**src/rtl/mem_arb_pkg.sv**
```systemverilog
`default_nettype none
// ============================================================================
// Module      : mem_arb_pkg
// Description : Shared types for the fetch/data memory port arbiter.
//               owner_t  - who issued an in-flight memory access
//               tag_t    - per-access bookkeeping carried from issue to return
//               TAG_NONE - empty pipeline slot
// Revision    : 1.0 - initial release
// ============================================================================
package mem_arb_pkg;

    typedef enum logic [1:0] {
        OWN_NONE = 2'd0,
        OWN_IF   = 2'd1,
        OWN_DM   = 2'd2
    } owner_t;

    typedef struct packed {
        owner_t owner;    // requester that issued the access
        logic   is_read;  // 0 for stores: no response is produced
        logic   killed;   // fetch squashed by a taken branch
    } tag_t;

    localparam tag_t TAG_NONE = '{owner: OWN_NONE, is_read: 1'b0, killed: 1'b0};

    // A fetch tag that a flush this cycle must squash.
    function automatic tag_t kill_if_fetch(input tag_t t, input logic flush);
        tag_t r;
        r = t;
        if (flush && (t.owner == OWN_IF)) begin
            r.killed = 1'b1;
        end
        return r;
    endfunction

endpackage
`default_nettype wire

```
**src/rtl/arb_tag_pipe.sv**
```systemverilog
`default_nettype none
// ============================================================================
// Module      : arb_tag_pipe
// Description : Two-stage tag shift register that follows every granted
//               access from the issue cycle to the cycle its read data
//               appears on mem_rdata. A flush marks every fetch tag present
//               in the pipe (including the one being issued and the one
//               returning right now) as killed. Data tags are untouched.
// Ports       : clk       - clock
//               reset     - synchronous active-high, clears both stages
//               flush     - taken branch, kills in-flight fetches
//               issue_tag - tag of the access granted this cycle
//                           (TAG_NONE when nothing is granted)
//               ret_tag   - tag of the access whose data is on mem_rdata
//                           this cycle, with this cycle's flush applied
// Revision    : 1.0 - initial release
// ============================================================================
module arb_tag_pipe
    import mem_arb_pkg::*;
(
    input  logic clk,
    input  logic reset,
    input  logic flush,
    input  tag_t issue_tag,
    output tag_t ret_tag
);

    // r_stage1: access on the mem_* bus this cycle
    // r_stage2: access whose read data is on mem_rdata this cycle
    tag_t r_stage1;
    tag_t r_stage2;

    always_ff @(posedge clk) begin
        if (reset) begin
            r_stage1 <= TAG_NONE;
            r_stage2 <= TAG_NONE;
        end else begin
            r_stage1 <= kill_if_fetch(issue_tag, flush);
            r_stage2 <= kill_if_fetch(r_stage1, flush);
        end
    end

    // The returning fetch is squashed combinationally when the flush lands
    // in the same cycle as its data.
    assign ret_tag = kill_if_fetch(r_stage2, flush);

endmodule
`default_nettype wire

```
**src/rtl/mem_port_arbiter.sv**
```systemverilog
`default_nettype none
// ============================================================================
// Module      : mem_port_arbiter
// Description : Shares one single-ported synchronous-read memory between the
//               instruction fetch port (if_*) and the data port (dm_*).
//               One grant per cycle; data wins contention until it has won
//               MAX_DATA_STREAK times in a row while a fetch waited, then the
//               fetch is granted. Granted accesses appear on mem_* one cycle
//               later; read data returns the cycle after that and is routed
//               to its owner by a tag pipeline.
// Ports       : clk, reset            - clock, synchronous active-high reset
//               flush                 - taken branch, kills in-flight fetches
//               if_req/if_addr        - fetch request
//               if_ready              - fetch accepted this cycle
//               if_rvalid/if_rdata    - fetch response
//               dm_req/dm_we/dm_addr/dm_wdata - load/store request
//               dm_ready              - data request accepted this cycle
//               dm_rvalid/dm_rdata    - load response
//               mem_en/mem_we/mem_addr/mem_wdata - registered memory command
//               mem_rdata             - memory read data (1-cycle latency)
// Revision    : 1.0 - initial release
// ============================================================================
module mem_port_arbiter
    import mem_arb_pkg::*;
#(
    parameter int ADDR_W          = 32,
    parameter int DATA_W          = 32,
    parameter int MAX_DATA_STREAK = 4
) (
    input  logic              clk,
    input  logic              reset,
    input  logic              flush,

    input  logic              if_req,
    input  logic [ADDR_W-1:0] if_addr,
    output logic              if_ready,
    output logic              if_rvalid,
    output logic [DATA_W-1:0] if_rdata,

    input  logic              dm_req,
    input  logic              dm_we,
    input  logic [ADDR_W-1:0] dm_addr,
    input  logic [DATA_W-1:0] dm_wdata,
    output logic              dm_ready,
    output logic              dm_rvalid,
    output logic [DATA_W-1:0] dm_rdata,

    output logic              mem_en,
    output logic              mem_we,
    output logic [ADDR_W-1:0] mem_addr,
    output logic [DATA_W-1:0] mem_wdata,
    input  logic [DATA_W-1:0] mem_rdata
);

    localparam int                c_CNT_W      = $clog2(MAX_DATA_STREAK + 1);
    localparam logic [c_CNT_W-1:0] c_STREAK_MAX = c_CNT_W'(MAX_DATA_STREAK);

    // ------------------------------------------------------------------
    // Arbitration
    // ------------------------------------------------------------------
    logic [c_CNT_W-1:0] r_streak;
    logic               w_streak_full;
    logic               w_if_grant;
    logic               w_dm_grant;

    assign w_streak_full = (r_streak == c_STREAK_MAX);

    // Data has priority; a waiting fetch takes over once data has used up
    // its streak allowance. Both grants are forced low during reset.
    assign w_dm_grant = !reset && dm_req && !(if_req && w_streak_full);
    assign w_if_grant = !reset && if_req && (!dm_req || w_streak_full);

    assign if_ready = w_if_grant;
    assign dm_ready = w_dm_grant;

    // Counts data grants that overtook a waiting fetch. Any cycle without a
    // pending fetch, or a fetch grant, restarts the count.
    always_ff @(posedge clk) begin
        if (reset) begin
            r_streak <= '0;
        end else if (!if_req || w_if_grant) begin
            r_streak <= '0;
        end else if (w_dm_grant && !w_streak_full) begin
            r_streak <= r_streak + c_CNT_W'(1);
        end
    end

    // ------------------------------------------------------------------
    // Memory command register
    // ------------------------------------------------------------------
    logic              r_mem_en;
    logic              r_mem_we;
    logic [ADDR_W-1:0] r_mem_addr;
    logic [DATA_W-1:0] r_mem_wdata;

    // Idle cycles drop only the enable; the rest of the command holds so the
    // bus does not toggle needlessly. Fetches never alter the write data.
    always_ff @(posedge clk) begin
        if (reset) begin
            r_mem_en    <= 1'b0;
            r_mem_we    <= 1'b0;
            r_mem_addr  <= '0;
            r_mem_wdata <= '0;
        end else if (w_dm_grant) begin
            r_mem_en    <= 1'b1;
            r_mem_we    <= dm_we;
            r_mem_addr  <= dm_addr;
            r_mem_wdata <= dm_wdata;
        end else if (w_if_grant) begin
            r_mem_en    <= 1'b1;
            r_mem_we    <= 1'b0;
            r_mem_addr  <= if_addr;
        end else begin
            r_mem_en    <= 1'b0;
        end
    end

    assign mem_en    = r_mem_en;
    assign mem_we    = r_mem_we;
    assign mem_addr  = r_mem_addr;
    assign mem_wdata = r_mem_wdata;

    // ------------------------------------------------------------------
    // Response routing
    // ------------------------------------------------------------------
    tag_t w_issue_tag;
    tag_t w_ret_tag;

    always_comb begin
        w_issue_tag = TAG_NONE;
        if (w_dm_grant) begin
            w_issue_tag.owner   = OWN_DM;
            w_issue_tag.is_read = !dm_we;
        end else if (w_if_grant) begin
            w_issue_tag.owner   = OWN_IF;
            w_issue_tag.is_read = 1'b1;
        end
    end

    arb_tag_pipe u_tag_pipe (
        .clk       (clk),
        .reset     (reset),
        .flush     (flush),
        .issue_tag (w_issue_tag),
        .ret_tag   (w_ret_tag)
    );

    // Responses are suppressed while reset is asserted so nothing issued
    // before the reset can surface, even in the reset cycle itself.
    assign if_rvalid = !reset && (w_ret_tag.owner == OWN_IF) &&
                       w_ret_tag.is_read && !w_ret_tag.killed;
    assign dm_rvalid = !reset && (w_ret_tag.owner == OWN_DM) && w_ret_tag.is_read;

    assign if_rdata = mem_rdata;
    assign dm_rdata = mem_rdata;

endmodule
`default_nettype wire

```
**config.mk**
```make
export PLATFORM = sky130hd
export DESIGN_NAME = mem_port_arbiter
export DESIGN_NICKNAME = d
export VERILOG_FILES = /design/src/rtl/mem_arb_pkg.sv /design/src/rtl/arb_tag_pipe.sv /design/src/rtl/mem_port_arbiter.sv
export SDC_FILE = /design/constraint.sdc
export NUM_CORES = 1
export LEC_CHECK = 0
export BUFFER_PORTS_ARGS = -buffer_cell sky130_fd_sc_hd__buf_2
export CAP_MARGIN = 25
export CORE_MARGIN = 3
export CORE_UTILIZATION = 35
export DETAILED_ROUTE_END_ITERATION = 8
export GPL_TIMING_DRIVEN = 0
export PLACE_DENSITY_LB_ADDON = 0.15
export SLEW_MARGIN = 20
export SYNTH_ARGS = -nofsm -noshare
export SYNTH_HDL_FRONTEND = slang
export SYNTH_HIERARCHICAL = 1
export SYNTH_SLANG_ARGS = --single-unit
```
**constraint.sdc**
```tcl
create_clock -name clk -period 1.4 [get_ports clk]
set_input_delay 0.35 -clock clk [delete_from_list [all_inputs] [get_ports clk]]
set_output_delay 0.35 -clock clk [all_outputs]
set_load 0.03 [all_outputs]
```
==> flow_summary.yaml <==
layout:
  layout_common_cells: "buf_2, buf_4, dfxtp_1"
  final_cells: 821
  syn_to_final_growth_pct: 65.3
  final_common_cell: "buf_2"
  diodes: 0
  drive_gt1_share_pct: 64.4
  nets: 819
logic_synthesis:
  synth_edf_count: 0
  async_reset_ff_share_pct: 0
  synth_ff_type: "dfxtp_1"
  synth-seq-cells: 77
  syn_area_um2: 3610
  synth_warnings: 6
  synth_cells: 420
  avgSynthCellArea_um2: 8.60
  synth.net_count: 556
  synth-seq-area-share_pct: 42.7
  ys_types: 31
grt:
  grt_max_degree: 15
  grt_pass1_vias: 3840
  gr-total-overflow: 0
  grt_pass1_wl_um: 18700
  grtUsageTotal_pct: 20.5
  antenna_found_initial: 0
floorplan:
  core_um2: 9910
  die_area_um2: 11600
  initial_core_util_pct: 36.5
  num_rows: 36
  die_w_um: 108
  die_y_um: 108
  ios: 268
setup_path:
  critPathMaxFanout: 3
  worstPathRequired_ns: 1.05
  startpoint_type: "register"
  end_kind: "primary output"
  arrival_ns: 1.36
  crit_type: "register to primary output"
place:
  hpwl_um: 9510
  gp_congestion: 0.770
  place_inst: 788
  io_buffers: 235
detailed_routing:
  drc: 0
  drt_iter0_drc: 146
  wire_per_inst_um: 15.5
  ant_nets: 0
  viasPerCell: 4.78
  vias: 3927
  wirelength_um: 12700
  dr.pass1.iters: 4
power_and_ir_drop:
  p_per_area_nw_per_um2: 978
  vdd_ir_drop_max_mv: 0.540
  p_leak_nw: 2.97
timing:
  finalHoldViolCount: 0
  rsz0062_at_grt: "true"
  setup_viol: 59
  final.period_utilization_pct: 122
  skew_ns: 0.0120
  setup_slack_ns: -0.314
  tightest_slew_ns: 0.510
  fmax_mhz: 584
  max-slew-margin-rel_pct: 66.0
  setup_tns_ns: -4.79
  fin_crit_ns: 1.71
  final_max_slew_viol_count: 0
clock_tree:
  clk_latency_ns: 0.34
  numCtsBuffers: 9
  path_clk_slew_ns: 0.08
  cts_tree: "built"
  cts_num_sinks: 77
  root_buffer: "clkbuf_8"
  htree_num_levels: 3
  hold_buffers: 0
  cts_buffer_depth: 2
run:
  maxCapViolCount: 0
run_status:
  violations: "negative setup slack"
  status: "finished with violations"
worst_hold_path:
  hold_class: "primary input to register"
## metrics by stage
step	util, %	instance area, um^2	hold WS [ns]	total power, W	worst slack [ns]
after global routing	60.3	5970	0.221	0.00611	-0.367
final	60.3	5970	0.233	0.00584	-0.314
after CTS	57.3	5680	0.208	0.00583	-0.329
after global placement	50.5	5010	0.419	0.00397	-0.567
after detailed placement	50.5	5010	0.421	0.00400	-0.577
after floorplan	-	3670	0.405	0.00348	-0.0513
## synth_stat cells (2+ instances only)
cell type	n	share of area, %
dfxtp_1	77	43
buf_4	67	14
and3_1	49	8.5
o21ai_0	40	5.5
nand2_1	36	3.7
nand3_1	33	4.6
a311o_1	24	6.6
clkbuf_1	16	1.7
buf_2	12	1.7
nor2_1	11	1.1
a211oi_1	8	1.7
nor3_1	8	1.1
inv_1	7	0.73
nor2b_1	5	0.87
a21oi_1	4	0.55
and4_1	2	0.48
buf_1	2	0.21
clkbuf_2	2	0.28
ha_1	2	0.69
nand2b_1	2	0.35
nand3b_1	2	0.42
o21bai_1	2	0.42
## power by group
part,leakage (nW),internal [W],switching [W]
clock network,0.106,0.000969,0.000801
registers,0.641,0.00237,0.0000762
logic,2.23,0.000645,0.000987
## worst max-delay path: stages, from the launching register on
cell,delay (ns)
dfxtp_2,0.33
inv_2,0.06
ha_4,0.16
nand3_4,0.10
nand2_4,0.09
inv_4,0.04
buf_8,0.11
buf_6,0.13
## state kept, by name, indices dropped and copies added (netlist names)
| name | count |
|---|---|
| mem_we | 1 |
| u_tag_pipe/r_stage1 | 4 |
| mem_addr | 32 |
| u_tag_pipe/r_stage2 | 1 |
| u_tag_pipe/ret_tag | 3 |
| mem_en | 1 |
| mem_wdata | 32 |
| r_streak | 3 |
## what timing repair did
item / 4_1_cts / 5_1_grt
pin swaps: 14 / 31
gates cloned: 4 / 2
resized for setup: 100 / 77
setup buffers: 13 / 4
endpoints found under the setup margin: 59 / 69
## routing by layer
metal  routed length (um)  up-vias  share of wire (%)  GRT usage (%)
li1                     -     1927                  -              -
met1                 4690     1786                 37           22.1
met2                 6540      189                 51           37.5
met3                 1180       25                9.3           5.88
met4                  287        0                2.3           8.21
met5                    0        -                  0              0
## worst paths after layout
path	slack, ns	cells past startpoint	from	end
max	-0.31	7	r_streak[0]	dm_ready
max reg2reg	-0.20	8	r_streak[0]	mem_addr[10]
min	0.23	3	dm_wdata[31]	mem_wdata[31]
min reg2reg	0.44	2	u_tag_pipe/r_stage1[0]	u_tag_pipe/r_stage2[0]
## cell type report
type | count | area, um^2
inverter | 7 | 31.3
sequential | 77 | 1550
multi-input combinational | 236 | 1810
tap | 133 | 166
clock inverter | 3 | 42.5
timing repair buffer | 254 | 1430
fill | 881 | 3940
buffer | 98 | 779
clock buffer | 13 | 169
## cell families after synthesis
kind of cell	after synthesis	share of synthesized area, %
and+or+nand+nor	152	22.1
buffers and inverters	107	18.8
AOI/OAI and AO/OA	80	15.4
DFF	77	42.7
adders and majority gates	2	0.692
muxes	1	0.277
other	1	0.104
No activity file was read; power rests on OpenSTA's default activity.
